File: config.mk
export PLATFORM = sky130hd
export DESIGN_NAME = im_loader_flat
export DESIGN_NICKNAME = d
export VERILOG_FILES = /design/src/rtl/im_loader_if.sv /design/src/rtl/im_loader.sv /design/src/flat_wrapper.sv
export SDC_FILE = /design/constraint.sdc
export NUM_CORES = 1
export LEC_CHECK = 0
export CAP_MARGIN = 20
export CORE_ASPECT_RATIO = 1.25
export CORE_MARGIN = 2
export CORE_UTILIZATION = 55
export DETAILED_ROUTE_END_ITERATION = 10
export PLACE_DENSITY = 0.81
export SETUP_SLACK_MARGIN = 0.02
export SLEW_MARGIN = 25
export SYNTH_ARGS = -nofsm -noshare
export SYNTH_HDL_FRONTEND = slang
export SYNTH_SLANG_ARGS = --single-unit
File: constraint.sdc
create_clock -name clk -period 4.5 [get_ports clk]
set_input_delay 0.45 -clock clk [delete_from_list [all_inputs] [get_ports clk]]
set_output_delay 0.45 -clock clk [all_outputs]
set_load 0.03 [all_outputs]
File: src/rtl/im_loader_if.sv
// Byte-stream and instruction-SRAM write-port bundle for im_loader.
interface im_loader_if #(
  parameter int unsigned ADDR_W = 16
) ();
  logic              s_valid;
  logic [7:0]        s_data;
  logic              s_ready;
  logic [3:0]        im_w_en;
  logic [ADDR_W-1:0] im_address;
  logic [31:0]       im_write_data;

  modport master (
    input  s_valid, s_data,
    output s_ready, im_w_en, im_address, im_write_data
  );

  modport slave (
    output s_valid, s_data,
    input  s_ready, im_w_en, im_address, im_write_data
  );
endinterface

File: src/rtl/im_loader.sv
// Boot-time instruction SRAM loader: packs a little-endian byte stream into words and holds the CPU until done.
// Optional trailing checksum word is enabled by defining IM_LOADER_CKSUM_EN.
module im_loader #(
  parameter int unsigned ADDR_W    = 16,
  parameter int unsigned BASE_ADDR = 0,
  parameter int unsigned MAX_WORDS = 16384
) (
  input  logic          clk,
  input  logic          rst,
  input  logic          start,
  input  logic [14:0]   len_words,
  im_loader_if.master   bus,
  output logic          cpu_hold,
  output logic          busy,
  output logic          done,
  output logic          err
);

  localparam int unsigned LEN_W = 15;

  localparam logic [2:0] IDLE  = 3'd0;
  localparam logic [2:0] RECV  = 3'd1;
  localparam logic [2:0] WRITE = 3'd2;
  localparam logic [2:0] DONE  = 3'd3;
`ifdef IM_LOADER_CKSUM_EN
  localparam logic [2:0] CHECK = 3'd4;
`endif

  logic [2:0]        state_q, state_d;
  logic [1:0]        byte_cnt_q, byte_cnt_d;
  logic [LEN_W-1:0]  word_idx_q, word_idx_d;
  logic [LEN_W-1:0]  len_q, len_d;
  logic [31:0]       acc_q, acc_d;
  logic [ADDR_W-1:0] addr_q, addr_d;
  logic [31:0]       wdata_q, wdata_d;
  logic              s_ready_q, s_ready_d;
  logic [3:0]        w_en_q, w_en_d;
  logic              busy_d, done_d, hold_d, err_d;
  logic              len_bad_c;
`ifdef IM_LOADER_CKSUM_EN
  logic [31:0]       sum_q, sum_d;
  logic              ck_q, ck_d;
`endif

  assign len_bad_c = (len_words == '0) || (32'(len_words) > MAX_WORDS);

  assign bus.s_ready       = s_ready_q;
  assign bus.im_w_en       = w_en_q;
  assign bus.im_address    = addr_q;
  assign bus.im_write_data = wdata_q;

  // Next-state and next-output logic
  always_comb begin
    state_d    = state_q;
    byte_cnt_d = byte_cnt_q;
    word_idx_d = word_idx_q;
    len_d      = len_q;
    acc_d      = acc_q;
    addr_d     = addr_q;
    wdata_d    = wdata_q;
    err_d      = err;
`ifdef IM_LOADER_CKSUM_EN
    sum_d      = sum_q;
    ck_d       = ck_q;
`endif

    case (state_q)
      IDLE, DONE: begin
        if (start) begin
          len_d      = len_words;
          byte_cnt_d = '0;
          word_idx_d = '0;
          acc_d      = '0;
          err_d      = len_bad_c;
          state_d    = len_bad_c ? DONE : RECV;
`ifdef IM_LOADER_CKSUM_EN
          sum_d      = '0;
          ck_d       = 1'b0;
`endif
        end
      end

      RECV: begin
        if (bus.s_valid && s_ready_q) begin
          acc_d[{byte_cnt_q, 3'b000} +: 8] = bus.s_data;
          byte_cnt_d = 2'(byte_cnt_q + 2'd1);
          if (byte_cnt_q == 2'd3) begin
`ifdef IM_LOADER_CKSUM_EN
            if (ck_q) state_d = CHECK;
            else
`endif
            begin
              state_d = WRITE;
              addr_d  = ADDR_W'(BASE_ADDR + (32'(word_idx_q) << 2));
              wdata_d = acc_d;
            end
          end
        end
      end

      WRITE: begin
        word_idx_d = LEN_W'(word_idx_q + 15'd1);
`ifdef IM_LOADER_CKSUM_EN
        sum_d = sum_q + wdata_q;
        // After the last data word one more word arrives: the checksum
        if (word_idx_d == len_q) ck_d = 1'b1;
        state_d = RECV;
`else
        state_d = (word_idx_d == len_q) ? DONE : RECV;
`endif
      end

`ifdef IM_LOADER_CKSUM_EN
      CHECK: begin
        state_d = DONE;
        err_d   = (acc_q != sum_q);
      end
`endif

      default: state_d = IDLE;
    endcase

    s_ready_d = (state_d == RECV);
    w_en_d    = (state_d == WRITE) ? 4'hF : 4'h0;
    busy_d    = (state_d != IDLE) && (state_d != DONE);
    done_d    = (state_d == DONE);
    hold_d    = (state_d != DONE);
  end

  // State and registered outputs
  always_ff @(posedge clk or negedge rst) begin
    if (!rst) begin
      state_q    <= IDLE;
      byte_cnt_q <= '0;
      word_idx_q <= '0;
      len_q      <= '0;
      acc_q      <= '0;
      addr_q     <= '0;
      wdata_q    <= '0;
      s_ready_q  <= 1'b0;
      w_en_q     <= 4'h0;
      busy       <= 1'b0;
      done       <= 1'b0;
      err        <= 1'b0;
      cpu_hold   <= 1'b1;
`ifdef IM_LOADER_CKSUM_EN
      sum_q      <= '0;
      ck_q       <= 1'b0;
`endif
    end else begin
      state_q    <= state_d;
      byte_cnt_q <= byte_cnt_d;
      word_idx_q <= word_idx_d;
      len_q      <= len_d;
      acc_q      <= acc_d;
      addr_q     <= addr_d;
      wdata_q    <= wdata_d;
      s_ready_q  <= s_ready_d;
      w_en_q     <= w_en_d;
      busy       <= busy_d;
      done       <= done_d;
      err        <= err_d;
      cpu_hold   <= hold_d;
`ifdef IM_LOADER_CKSUM_EN
      sum_q      <= sum_d;
      ck_q       <= ck_d;
`endif
    end
  end

endmodule

File: src/flat_wrapper.sv
// flat-port wrapper written by rule: the top's interface ports become plain ports
module im_loader_flat 
#(
  parameter int unsigned ADDR_W    = 16,
  parameter int unsigned BASE_ADDR = 0,
  parameter int unsigned MAX_WORDS = 16384
)
  (clk, rst, start, len_words, cpu_hold, busy, done, err, bus_s_valid, bus_s_data, bus_s_ready, bus_im_w_en, bus_im_address, bus_im_write_data);
  im_loader_if #(.ADDR_W(ADDR_W)) bus_i ();
  input  logic clk;
  input  logic rst;
  input  logic start;
  input  logic [14:0] len_words;
  output logic cpu_hold;
  output logic busy;
  output logic done;
  output logic err;
  input wire logic [$bits(bus_i.s_valid)-1:0] bus_s_valid;
  input wire logic [$bits(bus_i.s_data)-1:0] bus_s_data;
  output wire logic [$bits(bus_i.s_ready)-1:0] bus_s_ready;
  output wire logic [$bits(bus_i.im_w_en)-1:0] bus_im_w_en;
  output wire logic [$bits(bus_i.im_address)-1:0] bus_im_address;
  output wire logic [$bits(bus_i.im_write_data)-1:0] bus_im_write_data;
  assign bus_i.s_valid = bus_s_valid;
  assign bus_i.s_data = bus_s_data;
  assign bus_s_ready = bus_i.s_ready;
  assign bus_im_w_en = bus_i.im_w_en;
  assign bus_im_address = bus_i.im_address;
  assign bus_im_write_data = bus_i.im_write_data;
  im_loader #(.ADDR_W(ADDR_W), .BASE_ADDR(BASE_ADDR), .MAX_WORDS(MAX_WORDS)) u_core (.clk(clk), .rst(rst), .start(start), .len_words(len_words), .bus(bus_i), .cpu_hold(cpu_hold), .busy(busy), .done(done), .err(err));
endmodule
Word level (Yosys, flattened, before mapping)
Cells that the tools add are included.
Cells by class
  add/sub/neg operators: 3
  order comparisons: 1
  equal/unequal tests: 11
  shift-type cells: 2
  mux-type cells: 16
  reductions and logical operators: 13
Operators by type and width (number)
  two-way mux 32 bit: 2
  case mux 32 bit (2 select lines): 1
  bitwise mux 32 bit: 1
  variable shift 8 x 7 -> 32 bit (first input constant): 1
  indexed part select 8 x 7 -> 32 bit: 1
  case mux 15 bit (2 select lines): 1
  adder 15 x 1 -> 15 bit (second input constant): 1
  == test 15 bit: 1
  > comparator 15 bit (second input constant): 1
  zero test 15 bit: 1
  two-way mux 15 bit: 1
  == test 3 x 2 -> 1 bit (second input constant): 4
  two-way mux 3 bit: 3
  case mux 3 bit (3 select lines): 1
  two-way mux 2 bit: 4
  negator 5 -> 7 bit: 1
  == test 3 x 1 -> 1 bit (second input constant): 2
  AND reduction 3 bit: 2
  two-way mux 4 bit: 1
  case mux 2 bit (2 select lines): 1
  AND reduction 2 bit: 2
  nonzero test 2 bit: 2
  zero test 3 bit: 1
  != test 3 x 2 -> 1 bit (second input constant): 1
  other kinds (8): 9
Word-level totals
  register bits: 122

Longest topological paths before layout
  depth after elaboration: 7
  mapped depth: 8
  gate-level depth less buffers: 7

Least setup slack after synthesis
No wires, ideal clock.
  path type: reg2reg
  start point: register u_core.word_idx_q[0]
  end point: register u_core.busy
  library setup time: 0.120 ns
  data arrival time: 2.241 ns
  slack: 2.140 ns
  stages on the path, launching flop included: 9
  buffers on the path: 1
  cells stage by stage: dfrtp_1 -> ha_1 -> buf_4 -> xor2_1 -> o31a_1 -> nor4_2 -> o2111ai_1 -> or4_4 -> a31o_1
On the way
  cells in the longest elaborated chain, start to end: 6
  elaborated cells between the ends (all ways): 7
  classes of those cells: add/sub (1); eq/ne (2); mux (2); reduce/logical (2)
RTL lines
  start: declaration: line im_loader.sv:31  | logic [LEN_W-1:0] word_idx_q, word_idx_d;
  start signal: assignment: line im_loader.sv:153  | word_idx_q <= word_idx_d;
  adder 15 x 1 -> 15 bit *: line im_loader.sv:102  | word_idx_d = LEN_W'(word_idx_q + 15'd1);
  == test 15 bit *: line im_loader.sv:109  | state_d = (word_idx_d == len_q) ? DONE : RECV;
  two-way mux 2 bit *: line im_loader.sv:109
  case mux 3 bit (3 select lines) *: line im_loader.sv:67  | case (state_q)
  != test 3 x 2 -> 1 bit or nonzero test 3 bit (tied branches): line im_loader.sv:125  | busy_d = (state_d != IDLE) && (state_d != DONE);
  logical AND 1 bit *: line im_loader.sv:125
  net u_core.busy_d: line im_loader.sv:38  | logic busy_d, done_d, hold_d, err_d;
  end signal: assignment: line im_loader.sv:160  | busy <= busy_d;
  end: declaration: line im_loader.sv:14  | output logic busy,
The timed path passes the listed nets; every way through them passes the cells marked *.
A chain may end at the register's enable or synchronous reset.

Final worst setup path
  start point: register u_core.state_q[0]
  end point: register u_core.acc_q[28]
On the way
  cells in the longest elaborated chain, start to end: 4
  elaborated cells between the ends (all ways): 9
  classes of those cells: eq/ne (4); mux (1); reduce/logical (4)
RTL lines
  start: declaration: line im_loader.sv:29  | logic [2:0] state_q, state_d;
  start signal: assignment: line im_loader.sv:151  | state_q <= state_d;
  == test 3 x 2 -> 1 bit or zero test 3 bit (tied branches): line im_loader.sv:67
  OR reduction 2 bit: line im_loader.sv:67
  != test 2 bit (no source line) or nonzero test 2 bit (tied branches)
  AND reduction 3 bit (no source line)
  end signal: assignment: line im_loader.sv:137  | acc_q <= '0;
  end signal: assignment: line im_loader.sv:155  | acc_q <= acc_d;
  end: declaration: line im_loader.sv:33  | logic [31:0] acc_q, acc_d;
Parallel ways exist; a longest one is shown, timed or not.

==> impl_metrics.yaml <==
timing:
  max_freq_ghz: 0.339
  rsz0062_at_grt: "no"
  skew_ns: 0.00674
  finalHoldViolations: 0
  tns_ns: 0
  max_slew_margin_pct: 40.3
  whs_ns: 0.0950
  layout_setup_ws_ns: 1.55
  fin_crit_ns: 2.95
  tightest_slew_ns: 0.889
  setup_violations: 0
  fin_crit_sh_pct: 65.6
  report.final.slew_viol_count: 0
worst_setup_path:
  required_ns: 4.80
  cp_slowest_cell: "or3b_2"
  r2r-start: "u_core.state_q[0]$_DFF_PN0_"
  crit_chain: "or3b_2, inv_1, and3_1, or2_2, o21ai_0, a22o_1"
  r2r_setup_slack_ns: 1.55
  cp_max_fo: 32
  cpLargestDelayFamily: "simple AND/OR/NAND/NOR gates"
  critPathMaxStageDelay_ns: 0.76
  cp.depth: 6
  arrival_ns: 3.25
  worst-path-buf-inv: 1
  r2r_cells: 6
  worst_setup_path_start_kind: "flip-flop"
  worstReg2RegEnd: "u_core.acc_q[28]$_DFFE_PN0P_"
  setup.worst_path.class: "flip-flop to flip-flop"
  worstSetupEndpointType: "flip-flop"
die:
  dieArea_um2: 11400
  core-area_um2: 10500
  row_count: 42
  dieWidth_um: 96.1
  io_pins: 84
  start_util_pct: 55.8
  die_y_um: 119
global_routing:
  grt_start_max_net_pins: 85
  antenna_found_initial: 0
  grt.overflow.total: 0
  grt_first_pass_wirelength_um: 21400
  grt_pass1_vias: 4435
  grt_usage_pct: 24.5
power_and_ir_drop:
  irDropWorstVdd_uv: 304
  powerDensity_nw_per_um2: 401
  p_leak_nw: 3.27
synth:
  synth_area_leaders: "dfrtp_1 (51%), mux2_2 (11%), a22o_1 (4.8%)"
  ys_seq_area_share_pct: 51.1
  synth_largest_area_cell: "dfrtp_1"
  synth_edf_count: 0
  syn-cell-area_um2: 5830
  syn_area_per_cell_um2: 10.9
  async_flop_share_pct: 100
  synth_top_area_share_pct: 50.6
  ys_top_cells_by_count: "dfrtp_1 (118), mux2_2 (55), nor2_1 (45)"
  dominantRegCellSynth: "dfrtp_1"
  synth.most_common_cell: "dfrtp_1"
  synth_warnings: 0
  yosysUniqueCellTypes: 58
  yosys_register_bits: 119
  netlist_instances: 535
clocking:
  cts_buffer_depth: 2
  cts_sinks: 119
  root_buffer: "clkbuf_16"
  cts_resized: 0
  numCtsBuffers: 17
  cts_tree: "done"
  cts_max_level: 4
  postCtsSetupBuffers: 0
  clk_latency_ns: 0.41
  hold_buffers: 0
  path_clk_slew_ns: 0.06
layout:
  area_delta_synth_final_pct: 25.5
  n_antenna_cell: 0
  nets: 639
  post-route-cell-area_um2: 7320
  nFillCells: 764
  drive_gt1_share_pct: 18.0
detailed_routing:
  vias_per_cell: 5.95
  drt-total-wl_um: 13500
  postRouteAntennaNets: 0
  drt_iter0_markers: 292
  wl_per_cell_um: 18.1
  drc: 0
  first_pass_iters: 5
  num_vias: 4459
placement:
  finalWeightedCongestion: 0.837
  placed_area_um2: 6650
  hpwl_um: 9070
  io_buffers: 81
  dp_slack_ns: 1.60
run:
  maxCapViolCount: 0
run_status:
  status: "finished, final reports clean"
hold_path:
  min_path_type: "primary input to async pin"
-- cell type report --
type	instances	area, um^2	area share [%]
Inverter	8	30.0	0.410
Clock inverter	7	138	1.88
Timing Repair Buffer	86	850	11.6
Clock buffer	25	515	7.05
Sequential cell	119	2980	40.7
Multi-Input combinational cell	373	2640	36.1
Tap cell	132	165	2.26
-- sequential cells by signal, summed over array words and instances, names as in the netlist, 2 cells and up --
| name | flops |
|---|---|
| u_core.acc_q | 32 |
| u_core.bus.im_write_data | 32 |
| u_core.len_q | 15 |
| u_core.word_idx_q | 15 |
| u_core.bus.im_address | 14 |
| u_core.state_q | 3 |
| u_core.byte_cnt_q | 2 |
-- power breakdown --
part           total (mW)  leakage (nW)  internal, mW  switching [mW]
combinational       0.298          1.33         0.136           0.161
clock                1.47         0.319          1.01           0.458
sequential           1.17          1.61          1.12          0.0472
total                2.94          3.27          2.27           0.666
-- worst max-delay path by stage --
stage / start / endpoint / slack [ns]
2_1_floorplan: u_core.word_idx_q[0]$_DFFE_PN0P_ / u_core.busy$_DFF_PN0_ / 2.14
6_report: u_core.state_q[0]$_DFF_PN0_ / u_core.acc_q[28]$_DFFE_PN0P_ / 1.55
3_5_place_dp: u_core.state_q[2]$_DFF_PN0_ / u_core.acc_q[28]$_DFFE_PN0P_ / 1.60
4_1_cts: u_core.state_q[2]$_DFF_PN0_ / u_core.acc_q[28]$_DFFE_PN0P_ / 1.59
5_1_grt: u_core.state_q[0]$_DFF_PN0_ / u_core.acc_q[28]$_DFFE_PN0P_ / 1.31
3_3_place_gp: u_core.state_q[2]$_DFF_PN0_ / u_core.acc_q[30]$_DFFE_PN0P_ / 1.75
-- cell families after synthesis --
logic type / Yosys count / synth area share [%]
flip-flops: 119 / 51.1
multiplexers: 56 / 10.8
AND/OR/NAND/NOR: 161 / 15.4
other: 1 / 0.0643
AO/OA/AOI/OAI: 124 / 13.8
adder cells (fa/ha/maj): 7 / 1.50
buffers and inverters: 45 / 4.08
XOR/XNOR: 22 / 3.30
-- worst reg2reg max path, cell delays in order (launching register included) --
cell     delay (ns)
dfrtp_1        0.44
or3b_2         0.76
inv_1          0.16
and3_1         0.27
or2_2          0.64
o21ai_0        0.32
a22o_1         0.26
-- stage by stage --
stage	instances	power (mW)	utilization, %
floorplan	537	1.36	-
global placement	718	1.46	63.6
detailed placement	718	1.47	63.6
CTS	750	2.94	69.8
global route	750	3.03	70.0
finish	750	2.94	70.0
-- cell usage in the layout, fill, tap and decap left out, types with 3 or more instances in the layout --
master,n
dfrtp_1,118
nand2_1,28
o22ai_1,5
nand4_1,7
inv_1,8
a21oi_1,44
xnor2_1,14
nor4_1,4
xor2_1,8
nor2b_1,33
nor2_1,45
o21ai_0,28
nand3_1,5
buf_4,5
nor3_1,5
mux2_2,55
clkbuf_8,6
or3b_2,3
ha_1,7
and3_1,6
o41ai_1,3
bufinv_16,4
a22o_1,32
clkdlybuf4s50_1,80
clkbuf_16,17
conb_1,3
-- per-layer routing --
metal / share of wire (%) / vias to the layer above / routed length [um] / GRT usage [%]
li1: - / 2036 / - / -
met1: 38 / 2221 / 5090 / 28.4
met2: 53 / 165 / 7240 / 42.1
met3: 5.3 / 37 / 722 / 5.69
met4: 3.6 / 0 / 484 / 11.1
met5: 0 / - / 0 / 0
No activity file was read; power rests on OpenSTA's default activity.
